## config.mk

```make
export PLATFORM = sky130hd
export DESIGN_NAME = vector_mem_bridge_flat
export DESIGN_NICKNAME = d
export VERILOG_FILES = /design/src/rtl/vmem_pkg.sv /design/src/rtl/vector_mem_bridge_if.sv /design/src/rtl/vmem_beat_gather.sv /design/src/rtl/vector_mem_bridge.sv /design/src/flat_wrapper.sv
export SDC_FILE = /design/constraint.sdc
export NUM_CORES = 1
export LEC_CHECK = 0
export ABC_CLOCK_PERIOD_IN_PS = 2200
export CORE_ASPECT_RATIO = 1.2
export CORE_MARGIN = 5
export CORE_UTILIZATION = 44
export CTS_BUF_LIST = sky130_fd_sc_hd__clkbuf_4 sky130_fd_sc_hd__clkbuf_8 sky130_fd_sc_hd__clkbuf_16
export CTS_CLUSTER_SIZE = 8
export DETAILED_ROUTE_END_ITERATION = 6
export PLACE_DENSITY = 0.78
export RECOVER_POWER = 25
export SLEW_MARGIN = 10
export SYNTH_ARGS = -nofsm -noshare
export SYNTH_HDL_FRONTEND = slang
export SYNTH_SLANG_ARGS = --single-unit
```

## constraint.sdc

```tcl
create_clock -name clk -period 2.2 [get_ports clk]
set_input_delay 0.66 -clock clk [delete_from_list [all_inputs] [get_ports clk]]
set_output_delay 0.66 -clock clk [all_outputs]
set_load 0.05 [all_outputs]
```

## src/rtl/vmem_pkg.sv

```systemverilog
// vmem_pkg: shared widths, FSM states and beat addressing for the vector memory bridge
package vmem_pkg;
    localparam int ADDR_W     = 32;
    localparam int LANES      = 16;
    localparam int LANE_W     = 8;
    localparam int BUS_W      = 32;
    localparam int VEC_W      = LANES * LANE_W;
    localparam int BEATS      = VEC_W / BUS_W;
    localparam int BEAT_IDX_W = $clog2(BEATS);

    typedef enum logic [2:0] {IDLE, WRITE, READ, DRAIN, DONE} vmem_state_t;

    // Word address of beat k; the base's byte offset is dropped and the sum wraps modulo 2^ADDR_W
    function automatic logic [ADDR_W-1:0] beat_addr(input logic [ADDR_W-1:0] base, input logic [BEAT_IDX_W-1:0] k);
        return (base & ~ADDR_W'(3)) + {{(ADDR_W-BEAT_IDX_W-2){1'b0}}, k, 2'b00};
    endfunction
endpackage

```

## src/rtl/vector_mem_bridge_if.sv

```systemverilog
// vector_mem_bridge_if: vector request/response and 32-bit RAM bus of the bridge
//   master: vector pipeline + RAM side; slave: the bridge
//   req_valid/req_ready/req_we/req_addr/data_b  request handshake and store data
//   q_b/done/busy/align_err                     load result, completion, stall, misalignment
//   mem_addr/mem_wdata/mem_we/mem_re/mem_rdata  RAM word port
interface vector_mem_bridge_if;
    import vmem_pkg::*;
    logic              req_valid, req_ready, req_we;
    logic [ADDR_W-1:0] req_addr, mem_addr;
    logic [VEC_W-1:0]  data_b, q_b;
    logic              done, busy, align_err, mem_we, mem_re;
    logic [BUS_W-1:0]  mem_wdata, mem_rdata;
    modport master (output req_valid, req_we, req_addr, data_b, mem_rdata,
                    input req_ready, q_b, done, busy, align_err, mem_addr, mem_wdata, mem_we, mem_re);
    modport slave  (input req_valid, req_we, req_addr, data_b, mem_rdata,
                    output req_ready, q_b, done, busy, align_err, mem_addr, mem_wdata, mem_we, mem_re);
endinterface

```

## src/rtl/vmem_beat_gather.sv

```systemverilog
// vmem_beat_gather: collects returning RAM words into a load vector and strobes commit on the last beat
//   clk, reset (sync, active-low), re: read strobe issued to the RAM, rdata: RAM read data
//   commit: last beat present this cycle, commit_data: complete vector to load into q_b
module vmem_beat_gather
    import vmem_pkg::*;
#(
    parameter int MEM_LAT = 1
) (
    input  logic             clk,
    input  logic             reset,
    input  logic             re,
    input  logic [BUS_W-1:0] rdata,
    output logic             commit,
    output logic [VEC_W-1:0] commit_data
);
    logic [MEM_LAT-1:0]          pipe;
    logic [BEAT_IDX_W-1:0]       ret_cnt;
    logic [VEC_W-BUS_W-1:0]      stage;
    logic                        rd_valid;

    // re delayed by MEM_LAT marks the cycles in which rdata is meaningful
    assign rd_valid    = pipe[MEM_LAT-1];
    assign commit      = rd_valid && ret_cnt == BEAT_IDX_W'(BEATS - 1);
    // Earlier beats shift down so beat 0 lands in the low word; the final beat bypasses the stage
    assign commit_data = {rdata, stage};

    always_ff @(posedge clk) begin
        if (!reset) begin
            pipe    <= '0;
            ret_cnt <= '0;
            stage   <= '0;
        end else begin
            pipe <= MEM_LAT'({pipe, re});
            if (rd_valid) begin
                stage   <= {rdata, stage[VEC_W-BUS_W-1:BUS_W]};
                ret_cnt <= ret_cnt + 1'b1;
            end
        end
    end
endmodule

```

## src/rtl/vector_mem_bridge.sv

```systemverilog
// vector_mem_bridge: splits 128-bit vector stores into 4 RAM words and gathers 4 RAM words into a load vector
//   clk, reset (sync, active-low), bus: vector_mem_bridge_if.slave
//   VMEM_ALIGN_CHECK_EN: reject bases with req_addr[3:0]!=0 via done+align_err; otherwise the base is forced 16-byte aligned
module vector_mem_bridge
    import vmem_pkg::*;
#(
    parameter int MEM_LAT = 1
) (
    input  logic                clk,
    input  logic                reset,
    vector_mem_bridge_if.slave  bus
);
    vmem_state_t           state, state_n;
    logic [BEAT_IDX_W-1:0] iss_cnt;
    logic [ADDR_W-1:0]     base_r, base_in;
    logic [VEC_W-1:0]      data_r, q_r, commit_data;
    logic                  accept, mis, commit, issuing;

    assign accept  = bus.req_valid && state == IDLE;
    assign issuing = state == WRITE || state == READ;

`ifdef VMEM_ALIGN_CHECK_EN
    logic err_r;
    assign mis           = |bus.req_addr[3:0];
    assign base_in       = bus.req_addr;
    assign bus.align_err = state == DONE && err_r;
    always_ff @(posedge clk) begin
        if (!reset) err_r <= 1'b0;
        else if (accept) err_r <= mis;
    end
`else
    assign mis           = 1'b0;
    assign base_in       = bus.req_addr & ~ADDR_W'(4'hF);
    assign bus.align_err = 1'b0;
`endif

    vmem_beat_gather #(.MEM_LAT(MEM_LAT)) u_gather (
        .clk         (clk),
        .reset       (reset),
        .re          (bus.mem_re),
        .rdata       (bus.mem_rdata),
        .commit      (commit),
        .commit_data (commit_data)
    );

    always_comb begin
        state_n = state;
        case (state)
            IDLE:    state_n = !accept ? IDLE : mis ? DONE : bus.req_we ? WRITE : READ;
            WRITE:   state_n = iss_cnt == BEAT_IDX_W'(BEATS - 1) ? DONE : WRITE;
            READ:    state_n = iss_cnt == BEAT_IDX_W'(BEATS - 1) ? DRAIN : READ;
            DRAIN:   state_n = commit ? DONE : DRAIN;
            default: state_n = IDLE;
        endcase
    end

    always_ff @(posedge clk) begin
        if (!reset) begin
            state   <= IDLE;
            iss_cnt <= '0;
            base_r  <= '0;
            data_r  <= '0;
            q_r     <= '0;
        end else begin
            state   <= state_n;
            iss_cnt <= issuing ? iss_cnt + 1'b1 : '0;
            if (accept) begin
                base_r <= base_in;
                data_r <= bus.data_b;
            end
            if (commit) q_r <= commit_data;
        end
    end

    assign bus.req_ready = state == IDLE;
    assign bus.busy      = state != IDLE;
    assign bus.done      = state == DONE;
    assign bus.q_b       = q_r;
    assign bus.mem_we    = state == WRITE;
    assign bus.mem_re    = state == READ;
    assign bus.mem_addr  = issuing ? beat_addr(base_r, iss_cnt) : '0;
    assign bus.mem_wdata = state == WRITE ? data_r[BUS_W*iss_cnt +: BUS_W] : '0;
endmodule
```

## src/flat_wrapper.sv

```systemverilog
// flat-port wrapper written by rule: the top's interface ports become plain ports
module vector_mem_bridge_flat import vmem_pkg::*;
#(
    parameter int MEM_LAT = 1
)
  (clk, reset, bus_req_valid, bus_req_we, bus_req_addr, bus_data_b, bus_mem_rdata, bus_req_ready, bus_q_b, bus_done, bus_busy, bus_align_err, bus_mem_addr, bus_mem_wdata, bus_mem_we, bus_mem_re);
  vector_mem_bridge_if bus_i ();
  input  logic clk;
  input  logic reset;
  input wire logic [$bits(bus_i.req_valid)-1:0] bus_req_valid;
  input wire logic [$bits(bus_i.req_we)-1:0] bus_req_we;
  input wire logic [$bits(bus_i.req_addr)-1:0] bus_req_addr;
  input wire logic [$bits(bus_i.data_b)-1:0] bus_data_b;
  input wire logic [$bits(bus_i.mem_rdata)-1:0] bus_mem_rdata;
  output wire logic [$bits(bus_i.req_ready)-1:0] bus_req_ready;
  output wire logic [$bits(bus_i.q_b)-1:0] bus_q_b;
  output wire logic [$bits(bus_i.done)-1:0] bus_done;
  output wire logic [$bits(bus_i.busy)-1:0] bus_busy;
  output wire logic [$bits(bus_i.align_err)-1:0] bus_align_err;
  output wire logic [$bits(bus_i.mem_addr)-1:0] bus_mem_addr;
  output wire logic [$bits(bus_i.mem_wdata)-1:0] bus_mem_wdata;
  output wire logic [$bits(bus_i.mem_we)-1:0] bus_mem_we;
  output wire logic [$bits(bus_i.mem_re)-1:0] bus_mem_re;
  assign bus_i.req_valid = bus_req_valid;
  assign bus_i.req_we = bus_req_we;
  assign bus_i.req_addr = bus_req_addr;
  assign bus_i.data_b = bus_data_b;
  assign bus_i.mem_rdata = bus_mem_rdata;
  assign bus_req_ready = bus_i.req_ready;
  assign bus_q_b = bus_i.q_b;
  assign bus_done = bus_i.done;
  assign bus_busy = bus_i.busy;
  assign bus_align_err = bus_i.align_err;
  assign bus_mem_addr = bus_i.mem_addr;
  assign bus_mem_wdata = bus_i.mem_wdata;
  assign bus_mem_we = bus_i.mem_we;
  assign bus_mem_re = bus_i.mem_re;
  vector_mem_bridge #(.MEM_LAT(MEM_LAT)) u_core (.clk(clk), .reset(reset), .bus(bus_i));
endmodule
```

==> results of run 1 <==
-- stage by stage --
stage	instances	util (%)	power, mW
detailed placement	2454	59.23	9.512
global placement	2454	59.23	9.469
CTS	2533	64.46	17.02
floorplan	1716	-	8.660
finish	2537	64.38	16.85
global route	2536	64.37	17.47
-- worst max-delay path by stage --
stage	startpoint	to	slack [ns]	depth (start not counted)
floorplan	u_core.state[0]	bus_mem_wdata[0]	-0.17	3
global placement	bus_req_valid	u_core.base_r[14]	0.01	4
global route	u_core.iss_cnt[0]	bus_mem_wdata[16]	-0.53	4
CTS	u_core.state[1]	bus_mem_wdata[29]	-0.53	4
detailed placement	bus_req_valid	u_core.base_r[17]	-0.004	4
finish	u_core.iss_cnt[0]	bus_mem_wdata[21]	-0.46	4
-- placed cells by master (no fill, tap or decap), drive strengths merged, types with 2 or more instances in the layout --
cell,netlist,routed
inv,2,3
nor2b,130,130
buf,51,160
o21ai,156,156
clkdlybuf4s50,0,190
nor3b,2,2
nand3,158,158
and2,33,33
a21boi,129,129
diode,0,2
nor4b,2,2
dlygate4sd2,0,97
ha,2,2
nand2,417,417
mux2i,98,98
mux4,32,32
conb,1,3
a21oi,2,2
dfxtp,388,388
clkbuf,102,60
-- power by group --
| part | internal (mW) | total, mW | switching [mW] |
|---|---|---|---|
| registers | 7.30 | 7.45 | 0.155 |
| logic | 1.16 | 2.17 | 1.01 |
| clock network | 4.38 | 7.23 | 2.84 |
| total | 12.8 | 16.9 | 4.01 |
-- final cells by class --
cell class	count	area, sq um	area share (%)
inverters	2	13.76	0.06124
multi-input cells	1173	7362	32.76
well taps	462	578.1	2.572
repair buffers	450	5298	23.57
flip-flops and latches	388	7780	34.62
diodes	2	5.005	0.02227
clock inverters	3	56.30	0.2505
clock buffers	57	1380	6.141
-- logic make-up (layout without fill, tap and decap cells) --
logic type | Yosys count | in the layout | synth area share (%)
AOI/OAI and AO/OA | 288 | 288 | 11.40
xor gates and xnor gates | 2 | 2 | 0.1130
adders and majority gates | 2 | 2 | 0.1613
buffers and inverters | 155 | 512 | 4.929
DFF | 388 | 388 | 50.08
muxes | 130 | 130 | 10.97
other | 1 | 5 | 0.02418
and+or+nand+nor | 748 | 748 | 22.32
-- worst min-delay path: stages, from the launching register on --
cell                      delay [ns]
sky130_fd_sc_hd__dfxtp_1        0.30
sky130_fd_sc_hd__nand2_1        0.05
sky130_fd_sc_hd__o21ai_1        0.05
-- registers in the layout, indices dropped and copies added, names as in the netlist --
name	count
u_core.u_gather.ret_cnt	2
u_core.u_gather.stage	96
u_core.bus.q_b	128
u_core.u_gather.pipe	1
u_core.iss_cnt	2
u_core.base_r	28
u_core.state	3
u_core.data_r	128
-- what timing repair did --
item	CTS	global route
endpoints found under the setup margin	164	67
setup buffers	13	5
gates cloned	6	1
pin swaps	18	21
gates resized for setup	155	8
-- metal layers --
| layer | track usage (%) | part of all wire [%] | vias to the layer above |
|---|---|---|---|
| met1 | 25.52 | 40 | 6125 |
| met4 | 6.657 | 3.0 | 2 |
| li1 | - | - | 6408 |
| met5 | 0 | 0.030 | - |
| met2 | 36.97 | 49 | 473 |
| met3 | 6.298 | 8.0 | 83 |
==> run summary, run 1 <==
The run finished, with violations left. The final worst setup slack came out at -0.4636 ns. The post-synthesis cell count came out at roughly 1.7k. The final routed wirelength across all metal layers came out at about 44000 um. Setup repair after global routing could not meet its margin everywhere. The number of antenna violations at the first check in global routing came to 3. The weighted congestion reported at the end of routability-driven placement is 0.8573. By area the synthesized netlist is led by sky130_fd_sc_hd__dfxtp_1 50%, sky130_fd_sc_hd__nand2_1 10%, sky130_fd_sc_hd__mux2i_1 6.3%.

Buffers inserted to repair hold after CTS numbered 0. The count of maximum capacitance violations came out at 0. The area share of the leading cell type in the synthesized netlist is between 50% and 60%. By count the netlist is led by 417 x sky130_fd_sc_hd__nand2_1, 388 x sky130_fd_sc_hd__dfxtp_1, 158 x sky130_fd_sc_hd__nand3_1. The path with the worst hold slack has its endpoint at u_core.data_r[87]. After clock tree synthesis, the clock-pin slew on the worst setup and hold paths is roughly 0.05 ns. The delay contributed by the slowest stage of the critical path is ~0.50 ns.

For this run, the top clock speed supported by timing is about 0.38 GHz. The share of the Yosys chip area taken by registers is 50.08%. The remaining antenna violation count came out at 0. The number of distinct library cells after synthesis came out at 33. The worst setup timing slack at the placement stage is -0.003697 ns. The floorplan step set the die height to roughly 220 um.

The slew at the pin closest to its max-slew limit came out at about 1.3 ns. At the end of the flow, the number of nets in the layout was between 2k and 2.5k. The area of the mapped netlist is roughly 16000 sq um. The kind of cell with the highest combined delay along the critical path is multiplexers. The final-report max-slew violation count is 0. Walking the worst path, the cells encountered are clkbuf_16 -> mux4_2 -> nor2b_4 -> buf_12.

The register-to-register path setup slack is 0.16 ns. Across the VDD grid, the largest voltage drop is 558.1 uV. The root buffer selected by CTS is sky130_fd_sc_hd__clkbuf_16.

The I/O pin count is approximately 400. The number of sinks handled by clock tree synthesis is approximately 390. Of the cells placed in the final design, the portion with a size suffix greater than 1 is ~16%.

The CTS tree is built. The setup skew after layout came out at between 0.01 and 0.015 ns. By startpoint and endpoint, the worst setup path is classified as reg -> out. The placeable core area came out at ~35000 sq um. The clock latency of the later-clocked register in the worst-skew pair is 0.56 ns. The number of enable flip-flop cells after synthesis came out at 0. The synthesized area divided by synthesized cell count is 9.049 sq um.

The CTS H-tree depth is 2. The number of failing hold endpoints at the final stage came out at 0. STA classifies the critical path endpoint as an output port. The classification of the worst-slack hold path is reg -> reg. The minimum clock period after layout is ~2.7 ns. The final period utilization is 121.1%. The layout has 2686 filler cells. The share of flip-flops with an asynchronous set or reset after synthesis is 0%. The sum of buffers and inverters on the critical path is 2.

The overall via count from detail_route is about 13k. The first global-routing pass estimated slightly below 70000 um of wire. Counting along the longest clock path gives a buffer depth of 3. The number of global-route vias before repair was ~13k. STA classifies the critical path startpoint as a flop. The floorplan step defined a die boundary enclosing 39120 sq um. The largest net degree at the start of global routing came out at 97. The worst register-to-register path ends at u_core.base_r[22]. The most used flip-flop cell after synthesis is sky130_fd_sc_hd__dfxtp_1.

The cell row count came out at 75. The overall routing resource usage is 21.33%. The first-pass detailed-route iteration total came out at 6. The effective utilization at floorplan came out at between 40% and 50%.

Summing all non-filler instances in the final layout gives an area of approximately 22000 sq um. The via count normalized by instance count is between 5 and 6. From synthesis to final layout, the design area changed by 44.89%. The areal power density over the cells came out at about 750 nW/um^2.

The biggest area consumer among synthesized cells is sky130_fd_sc_hd__dfxtp_1. The count of port buffers added during placement is around 390. The final reports fail on setup timing. The floorplan die width came out at roughly 180 um. The worst hold path passes through 2 cells. The headroom to the max-slew limit came out at 15.39%.

The slowest cell on the critical path is sky130_fd_sc_hd__mux4_2. The worst register-to-register path begins at u_core.state[1]. The startpoint identified for the worst hold timing path is u_core.data_r[87]. The instance area at placement came out at 20670 sq um. The number of remaining DRC errors is 0. The arrival time of the worst setup path came out at roughly 2 ns. The routed length per instance came out at approximately 17 um. The initial DRC count is between 700 and 800. The total clock buffers created by CTS came out at 54. The placed wire-length estimate came out at ~29000 um.

The required time of the critical path is between 1.5 and 2 ns. The number of warnings printed during yosys synthesis is 0. The analysis attributes to cell leakage a power of ~8.3 nW.

Along the worst path, the maximum fanout reaches 7. The most common cell in the synthesized netlist is sky130_fd_sc_hd__nand2_1. The synthesis-stage register bit count came out at approximately 390. For this run the aggregate overflow at the end of global routing stands at 0. The final count of negative-setup-slack endpoints came out at 67.

The setup TNS is -25.30 ns. Measured in cells, the most critical reg-to-reg path has a length of 8. The final-layout worst hold slack came out at roughly 0.44 ns.
Note: power is estimated with default switching activity, not from simulation.
==> run 2: changes to the inputs <==
CTS_BUF_LIST = default   (was sky130_fd_sc_hd__clkbuf_4 sky130_fd_sc_hd__clkbuf_8 sky130_fd_sc_hd__clkbuf_16)
SLEW_MARGIN = 0   (was 10)
==> run 2 against run 1 <==
Largest power group unchanged. Maximum frequency about the same. The run still ends with setup timing left. First-iteration DRC count up 1.5%. Critical endpoint unchanged. Critical path type unchanged. Final cell count unchanged.
==> run summary, run 2 (synthesized netlist as in run 1, its figures left out) <==
The final period utilization came out at 121.0% (about the same). The die outline area came to 39120 sq um (unchanged). The required time of the critical path is 1.54 ns (about the same). The count of port buffers added during placement came out at 386 (unchanged).

Setup repair after global routing could not meet its margin everywhere. The area overhead of the layout relative to synthesis came to 44.85% (about the same). The slew at the pin closest to its max-slew limit is 1.274 ns (+0.005025 ns). The area taken by flip-flops and latches was 7780 sq um (unchanged). The CTS H-tree depth came out at 2 (unchanged). In this run the most used layer during global routing was met2. The worst-case vdd ir drop was 554.3 uV (-0.68%). The final routed wirelength across all metal layers is 43870 um (+0.22%). The placeable core area is 34910 sq um (unchanged). The floorplan die width came out at 181.4 um (unchanged). The number of remaining DRC errors is 0 (unchanged). The number of sinks handled by clock tree synthesis is 388 (unchanged).

The met2 global-route usage came out at 37.23% (+0.26 points). The minimum clock period after layout is 2.661 ns (-0.002139 ns). The post-layout net count is 2267 (unchanged).

The total placed cells including tap cells is 2454 (unchanged). The final count of negative-setup-slack endpoints is 67 (unchanged). The startpoint of the most critical register-to-register path is u_core.state[1]. The first-pass detailed-route iteration total is 6 (unchanged). The I/O pin count is 394 (unchanged). The largest fanout on the critical path is 7 (unchanged). The effective utilization at floorplan is 44.43% (unchanged). In the layout the commonest cells are 416 x sky130_fd_sc_hd__nand2_1, 384 x sky130_fd_sc_hd__dfxtp_1, 190 x sky130_fd_sc_hd__clkdlybuf4s50_1. The number of global-route vias before repair is 13.18k (+0.37%). STA classifies the critical path startpoint as a flop. The run finished, with violations left. The classification of the worst-slack hold path is reg -> reg. The critical path is of the reg -> out type.

The number of buffers on the longest clock path is 3 (unchanged). The first-pass GRT wire length came out at 69190 um (+0.41%). The global-route track usage on met1 is 25.66% (+0.14 points). The worst setup path is captured at an output port. Tracing the worst setup path back leads to its startpoint at u_core.iss_cnt[0].

The headroom to the max-slew limit was 15.05% (-0.33 points). The setup skew after layout came to 0.01326 ns (-0.0004259 ns). The final total power is 16.83 mW (-0.13%). The combined area of the multi-input logic cells came out at 7362 sq um (unchanged). The clock slew at the register clock pins of the worst setup and hold paths is 0.05 ns (about the same). The via count normalized by instance count is 5.174 (+0.27%).

The final worst setup slack is -0.4615 ns (+0.002139 ns). TritonCTS built the clock tree. The number of failing hold endpoints at the final stage is 0 (unchanged). In this run the clock root is driven by a sky130_fd_sc_hd__clkbuf_16. The total clock buffers created by CTS came out at 54 (unchanged).

The weighted congestion reported at the end of routability-driven placement came out at 0.8573 (unchanged). The worst setup timing slack at the placement stage is -0.003697 ns (unchanged). The placed wire-length estimate is 29420 um (unchanged). The final-report max-slew violation count came out at 0 (unchanged). The checks that failed: setup timing. The initial DRC count was 756 (+1.5%). The number of antenna violations at the first check in global routing was 3 (unchanged). The areal power density over the cells is 749.2 nW/um^2 (about the same). The fraction of final layout cells with drive strength greater than 1 came out at 15.92% (-0.096 points).

The count of non-filler cells in the finished layout is 2537 (unchanged). The largest net degree at the start of global routing is 97 (unchanged). The final-layout worst hold slack came out at 0.4418 ns (-0.0001590 ns). The clock latency of the later-clocked register in the worst-skew pair came out at 0.56 ns (about the same). The remaining antenna violation count came out at 0 (unchanged). The met3 demand-to-capacity share in global routing is 6.248% (-0.051 points). The leakage component of the power is 8.245 nW (about the same). The die boundary height was 215.7 um (unchanged). The cell row count came to 75 (unchanged). The remaining global-route overflow came to 0 (unchanged).

The library cell used most frequently in the layout, excluding fill and tap cells, is sky130_fd_sc_hd__nand2_1. The core utilization of the finished layout is 64.35% (about the same). The overall routing resource usage is 21.41% (+0.085 points). The count of filler cells inserted in the layout is 2689 (+0.11%). The hold buffer count at cts came out at 0 (unchanged). The hold path startpoint is u_core.data_r[87]. The maximum operating frequency came out at 0.3757 GHz (about the same).

The overall via count from detail_route is 13.13k (+0.27%). The count of maximum capacitance violations came out at 0 (unchanged). The routed length per instance is 17.29 um (+0.22%). The arrival time of the worst setup path is 2.00 ns (about the same).
## run 2: worst paths after layout
check / end / slack (ns) / depth (start not counted)
setup / recovery: bus_mem_wdata[21] / -0.46 / 4
hold / removal: u_core.data_r[87] / 0.44 / 2
setup reg to reg: u_core.base_r[14] / 0.13 / 8
hold reg to reg: u_core.data_r[87] / 0.44 / 2
## run 2: what timing repair did
action / CTS / global route
gates cloned: 6 / 1
setup endpoints to repair: 164 / 67
setup buffers: 13 / 5
pin swaps: 18 / 20
gates resized for setup: 155 / 8
## run 2: worst max-delay path, cell delays in order, from the launching register on
cell                        delay [ns]
sky130_fd_sc_hd__dfxtp_4          0.44
sky130_fd_sc_hd__clkbuf_16        0.20
sky130_fd_sc_hd__mux4_2           0.50
sky130_fd_sc_hd__nor2b_4          0.15
sky130_fd_sc_hd__buf_12           0.14
## run 2: stage by stage
step / cell area (sq um) / setup TNS (ns)
detailed placement: 20670 / -0.006059
CTS: 22490 / -30.20
floorplan: 15750 / -2.205
global placement: 20670 / 0
global route: 22460 / -29.86
finish: 22470 / -25.13
## run 2: cell type report
class | count | share of cell area (%)
Antenna cell | 2 | 0.02228
Clock buffer | 57 | 6.110
Sequential cell | 388 | 34.63
Inverter | 2 | 0.06126
Clock inverter | 3 | 0.2506
Timing Repair Buffer | 450 | 23.58
Multi-Input combinational cell | 1173 | 32.77
Tap cell | 462 | 2.573
## run 2: power by group
| part | switching, mW | total [mW] | internal, mW |
|---|---|---|---|
| Sequential | 0.156 | 7.46 | 7.30 |
| Clock | 2.84 | 7.20 | 4.36 |
| Combinational | 1.01 | 2.18 | 1.16 |
## run 2: metal layers
layer,wire [um],vias to the layer above
met5,13,-
met1,17470,6159
met3,3457,83
met2,21620,483
met4,1315,2
li1,-,6400
